## config.mk

```make
export PLATFORM = sky130hd
export DESIGN_NAME = uart_rx
export DESIGN_NICKNAME = d
export VERILOG_FILES = /design/src/rtl/uart_pkg.sv /design/src/rtl/sync_2ff.sv /design/src/rtl/uart_rx.sv
export SDC_FILE = /design/constraint.sdc
export NUM_CORES = 1
export LEC_CHECK = 0
export CELL_PAD_IN_SITES_DETAIL_PLACEMENT = 1
export CELL_PAD_IN_SITES_GLOBAL_PLACEMENT = 2
export CORE_AREA = 2 2 70 72
export CTS_CLUSTER_SIZE = 28
export DETAILED_ROUTE_END_ITERATION = 10
export DIE_AREA = 0 0 72 74
export PLACE_DENSITY_LB_ADDON = 0.1
export SETUP_SLACK_MARGIN = 0.3
export SLEW_MARGIN = 5
export SYNTH_ARGS = -nofsm -noshare
export SYNTH_HDL_FRONTEND = slang
export SYNTH_HIERARCHICAL = 1
export SYNTH_SLANG_ARGS = --single-unit
```

## constraint.sdc

```tcl
create_clock -name clk -period 2 [get_ports clk]
set_input_delay 0.2 -clock clk [delete_from_list [all_inputs] [get_ports clk]]
set_output_delay 0.2 -clock clk [all_outputs]
set_load 0.02 [all_outputs]
```

## src/rtl/uart_pkg.sv

```systemverilog
// Shared UART definitions: receiver state encoding, baud divisor helper
// and the idle line level, used by the baud generator, transmitter and receiver.
package uart_pkg;

    localparam logic IDLE_LEVEL = 1'b1;

    typedef enum logic [2:0] {
        RX_IDLE,
        RX_START,
        RX_DATA,
        RX_PARITY,
        RX_STOP,
        RX_BREAK
    } rx_state_t;

    function automatic int baud_ticks(input int clk_freq, input int baud_rate);
        return clk_freq / baud_rate;
    endfunction

endpackage

```

## src/rtl/sync_2ff.sv

```systemverilog
// Two-flop synchronizer for a single asynchronous input.
// Ports: clk, reset (async, active-high), d (async in), q (synchronized out).
module sync_2ff #(
    parameter logic RESET_VAL = 1'b0
) (
    input  logic clk,
    input  logic reset,
    input  logic d,
    output logic q
);

    logic meta;

    always_ff @(posedge clk or posedge reset) begin
        if (reset) begin
            meta <= RESET_VAL;
            q    <= RESET_VAL;
        end else begin
            meta <= d;
            q    <= meta;
        end
    end

endmodule

```

## src/rtl/uart_rx.sv

```systemverilog
// UART receiver: mid-bit sampling, valid/ready output, one-cycle error pulses.
// Ports: clk, reset (async, active-high), rx (serial in), data/valid/ready
// (byte handshake), frame_err, overrun_err, parity_err.
// Define UART_RX_PARITY_EN to expect one even-parity bit after the data bits.
module uart_rx
    import uart_pkg::*;
#(
    parameter int CLK_FREQ  = 50000000,
    parameter int BAUD_RATE = 1000000,
    parameter int DATA_BITS = 8
) (
    input  logic                 clk,
    input  logic                 reset,
    input  logic                 rx,
    output logic [DATA_BITS-1:0] data,
    output logic                 valid,
    input  logic                 ready,
    output logic                 frame_err,
    output logic                 overrun_err,
    output logic                 parity_err
);

    localparam int BAUD_TICKS = baud_ticks(CLK_FREQ, BAUD_RATE);
    localparam int HALF_TICKS = BAUD_TICKS / 2;
    localparam int CW = $clog2(BAUD_TICKS);
    localparam int IW = $clog2(DATA_BITS);

    localparam logic [CW-1:0] CNT_FULL = CW'(BAUD_TICKS - 1);
    localparam logic [CW-1:0] CNT_HALF = CW'(HALF_TICKS - 1);
    localparam logic [IW-1:0] IDX_LAST = IW'(DATA_BITS - 1);

    if (BAUD_TICKS < 4) begin : g_check
        $error("uart_rx: BAUD_TICKS must be at least 4");
    end

    logic rx_s;

    sync_2ff #(.RESET_VAL(IDLE_LEVEL)) u_sync (
        .clk   (clk),
        .reset (reset),
        .d     (rx),
        .q     (rx_s)
    );

    rx_state_t            state, state_n;
    logic [CW-1:0]        cnt, cnt_n;
    logic [IW-1:0]        idx, idx_n;
    logic [DATA_BITS-1:0] shift, shift_n;
    logic [DATA_BITS-1:0] data_n;
    logic                 valid_n;
    logic                 fe_n, oe_n;
    logic                 cnt_end;

    assign cnt_end = (cnt == CNT_FULL);

`ifdef UART_RX_PARITY_EN
    logic perr, perr_n, pe_n;

    always_ff @(posedge clk or posedge reset) begin
        if (reset) begin
            perr       <= 1'b0;
            parity_err <= 1'b0;
        end else begin
            perr       <= perr_n;
            parity_err <= pe_n;
        end
    end
`else
    assign parity_err = 1'b0;
`endif

    always_ff @(posedge clk or posedge reset) begin
        if (reset) begin
            state       <= RX_IDLE;
            cnt         <= '0;
            idx         <= '0;
            shift       <= '0;
            data        <= '0;
            valid       <= 1'b0;
            frame_err   <= 1'b0;
            overrun_err <= 1'b0;
        end else begin
            state       <= state_n;
            cnt         <= cnt_n;
            idx         <= idx_n;
            shift       <= shift_n;
            data        <= data_n;
            valid       <= valid_n;
            frame_err   <= fe_n;
            overrun_err <= oe_n;
        end
    end

    always_comb begin
        state_n = state;
        cnt_n   = cnt;
        idx_n   = idx;
        shift_n = shift;
        data_n  = data;
        valid_n = valid;
        fe_n    = 1'b0;
        oe_n    = 1'b0;
`ifdef UART_RX_PARITY_EN
        perr_n  = perr;
        pe_n    = 1'b0;
`endif
        if (valid && ready) valid_n = 1'b0;

        unique case (state)
            RX_IDLE: begin
                cnt_n = '0;
                if (!rx_s) state_n = RX_START;
            end
            RX_START: begin
                if (cnt == CNT_HALF) begin
                    cnt_n   = '0;
                    idx_n   = '0;
                    // A start bit that is high again at mid-bit was a glitch.
                    state_n = rx_s ? RX_IDLE : RX_DATA;
                end else begin
                    cnt_n = cnt + 1'b1;
                end
            end
            RX_DATA: begin
                if (cnt_end) begin
                    cnt_n   = '0;
                    shift_n = {rx_s, shift[DATA_BITS-1:1]};
                    if (idx == IDX_LAST) begin
`ifdef UART_RX_PARITY_EN
                        state_n = RX_PARITY;
`else
                        state_n = RX_STOP;
`endif
                    end else begin
                        idx_n = idx + 1'b1;
                    end
                end else begin
                    cnt_n = cnt + 1'b1;
                end
            end
            RX_PARITY: begin
`ifdef UART_RX_PARITY_EN
                if (cnt_end) begin
                    cnt_n   = '0;
                    perr_n  = ^{shift, rx_s};
                    state_n = RX_STOP;
                end else begin
                    cnt_n = cnt + 1'b1;
                end
`else
                cnt_n   = '0;
                state_n = RX_IDLE;
`endif
            end
            RX_STOP: begin
                if (cnt_end) begin
                    cnt_n = '0;
                    if (rx_s) begin
                        data_n  = shift;
                        valid_n = 1'b1;
                        // Old byte taken this same cycle: not an overrun.
                        oe_n    = valid && !ready;
`ifdef UART_RX_PARITY_EN
                        pe_n    = perr;
`endif
                        state_n = RX_IDLE;
                    end else begin
                        fe_n    = 1'b1;
                        state_n = RX_BREAK;
                    end
                end else begin
                    cnt_n = cnt + 1'b1;
                end
            end
            RX_BREAK: begin
                cnt_n = '0;
                if (rx_s) state_n = RX_IDLE;
            end
            default: begin
                cnt_n   = '0;
                state_n = RX_IDLE;
            end
        endcase
    end

endmodule

```

==> results.md <==
* Chip width at 72 um
* Number of placed instances, taps included at 192
* Max-cap violations at 0
* Status: completed
* Full die area at 5330 um2
* Fin nets at 163
* Placer congestion estimate at 0.709
* FF+latch count, synth at 33
* Summed negative setup slack over all endpoints at 0 ps
* Overflow left after global routing at 0
* FP Rows at 25
* Clock Skew at 1.78 ps
* Share of the yosys chip area belonging to registers at 0.556
* Maximum level of the CTS H-tree at 2
* Total number of vias at 990
* Worst setup slack for register-to-register paths at 130 ps
* Final worst-path cycle share at 0.935
* Count of filler cells inserted in the layout at 491
* Area Overhead vs Synth at 36.0%
* I/O pin total at 16
* Most used cells in the layout excluding fill and tap cells: 31 x dfrtp_1, 15 x mux2_4, 14 x clkdlybuf4s50_1
* Pleak at 0.000944 uW
* Final count of negative-setup-slack endpoints at 0
* Number of inserted diodes at 0
* Slowest cell on the critical path: or4_4
* Number of standard cells in the layout, taps in and fillers out at 209
* Core Util, Final at 0.441
* Peak supply drop at 0.373 mV
* Maximum clock frequency at 0.535 GHz
* Total iterations of the first detailed-routing run at 4
* Overall global routing resource usage at 0.134
* Buffers from clock root to sink, at most at 2
* TritonCTS clock tree: done
* First-pass GRT wire length at 5490 um
* Post-detailed-route via-to-cell ratio at 4.74
* Count of buffer and inverter cells on the critical path at 1
* Biggest cell delay along the critical path at 500 ps
* Hold Violations, Final at 0
* Final wirelength at 3330 um
* Syn avg cell area at 12.4 um2
* Worst Setup Start Kind: flop
* Launching point of the worst reg2reg path: cnt[1]
* Clk sinks at 33
* Crit Path Category: reg -> reg
* Root buffer cell: clkbuf_8
* Detail Placement HPWL at 2100 um
* Dominant delay contributor by cell family on the critical path: simple AND/OR/NAND/NOR gates
* Crit path cell chain: inv_2 -> ha_4 -> and4bb_2 -> nand2_4 -> or4_4 -> mux2_4
* Share of post-route cells with drive strength above 1 at 0.374
* Num CTS Buffers at 5
* Minimum clock period after layout at 1870 ps
* Routed WL per cell at 15.9 um
* Number of hold buffers added after cts at 0
* Initial cell density of the core at 0.324
* Arrival time reported for the critical path endpoint at 2040 ps
* Floorplan die height at 74 um
* Synthesized netlist cell count at 120
* Vias in the first global route at 1129
* Syn nets at 129
* Clock slew seen by the registers of the worst setup and hold paths at 70 ps
* Initial antenna violation count at 0
* Remaining number of nets flagged by the antenna check after routing at 0
* Unique masters post-synth at 37
* Power per cell area at 835 nW/um2
* Crit. End Element: flop
* CORE AREA at 4600 um2
* Setup repair after global routing missed its margin: true
* Top fanout value on the critical path at 5
* Combined area of all synthesized cells at 1490 um2
* CP required at 2170 ps
* Reg-to-Reg End: data[4]
* Worst min-delay path category: in -> async
* FF-to-FF path depth at 6
* DRC viols at 0
* Number of pins exceeding their max-slew limit in the final report at 0
* Quantity of I/O buffers inserted on ports at 14
* Clk Latency, worst-skew pair at 280 ps
* Total of warnings raised by yosys at 6
* Initial drt markers at 51
* Largest net degree at the start of global routing at 32
* Most common cell after layout, fill and taps aside: dfrtp_1
==> layer usage <==
layer,track usage,vias to the layer above,part of all wire
met4,0.0503,0,0.011
met2,0.215,14,0.48
met1,0.180,489,0.48
li1,-,483,-
met5,0,-,0
met3,0.0285,4,0.026
==> through the flow <==
step	area, um2	power (uW)	hold slack [ps]	setup WS (ps)
2_1_floorplan	1490	1010	112	115
5_1_grt	2030	1810	295	73.3
6_report	2030	1690	266	130
3_3_place_gp	1730	1090	347	82.8
3_5_place_dp	1730	1100	350	49.8
4_1_cts	1900	1670	270	142
==> power by group <==
group	switching (uW)	total, uW	internal [uW]
clock	250	490	240
combinational	181	383	202
sequential	86.4	820	734
==> worst max-delay path by stage <==
stage            from        to  slack [ps]  depth (start not counted)
2_1_floorplan  cnt[1]   data[0]         120                          7
3_3_place_gp   cnt[0]  state[1]          80                          5
3_5_place_dp   cnt[0]  state[1]          50                          5
4_1_cts        cnt[1]   data[1]         140                          6
5_1_grt        cnt[1]   data[7]          70                          6
6_report       cnt[1]   data[4]         130                          6
==> registers in the layout, indices dropped and copies added, names as in the netlist <==
register,flops
cnt,6
frame_err,1
data,8
u_sync/q,1
overrun_err,1
valid,1
shift,8
state,3
idx,3
u_sync/meta,1
==> final cells by class <==
type	count	area (um2)	share of cell area
flip-flops and latches	33	828	0.409
clock inverters	3	17.5	0.00864
repair buffers	30	279	0.138
well taps	54	67.6	0.0333
inverters	7	26.3	0.0130
multi-input cells	77	739	0.365
clock buffers	5	68.8	0.0340
==> repair_timing <==
item | CTS | global route
buffers inserted | 4 | 3
endpoints found under the setup margin | 26 | 27
endpoints found under the hold margin | 0 | 0
pin swaps | 1 | 5
resized for setup | 10 | 24
cloned | 1 | 1
==> synth_stat cells (all sizes together) <==
library cell,n,share of area
o21ai,1,0.0034
nor4b,1,0.0059
o2bb2ai,2,0.012
conb,1,0.0025
nand3,4,0.013
nor3b,2,0.010
nand4b,1,0.0059
xor2,3,0.018
nand2b,4,0.017
nand2,8,0.022
buf,3,0.016
a21oi,2,0.0067
o311ai,1,0.0059
or4,1,0.0076
mux2,15,0.13
nor2,10,0.025
and4bb,1,0.0084
a22oi,1,0.0050
clkbuf,1,0.0025
a2111oi,1,0.0059
or4b,1,0.0067
dfrtp,31,0.52
nor3,2,0.0067
a22o,1,0.0059
nor4bb,1,0.0067
inv,7,0.018
nor4,1,0.0042
ha,5,0.042
xnor2,2,0.012
dfstp,2,0.035
nor2b,2,0.0084
and2,1,0.0042
nand4,1,0.0042
==> cells by family after synthesis <==
kind of cell / count (synthesis) / share of synthesized area
buf+inv: 11 / 0.0361
fa+ha+maj: 5 / 0.0420
other cells: 1 / 0.00252
flops: 33 / 0.556
simple gates: 41 / 0.156
mux: 15 / 0.134
xor+xnor: 5 / 0.0294
compound gates: 9 / 0.0445
(Power assumes the default switching activity.)
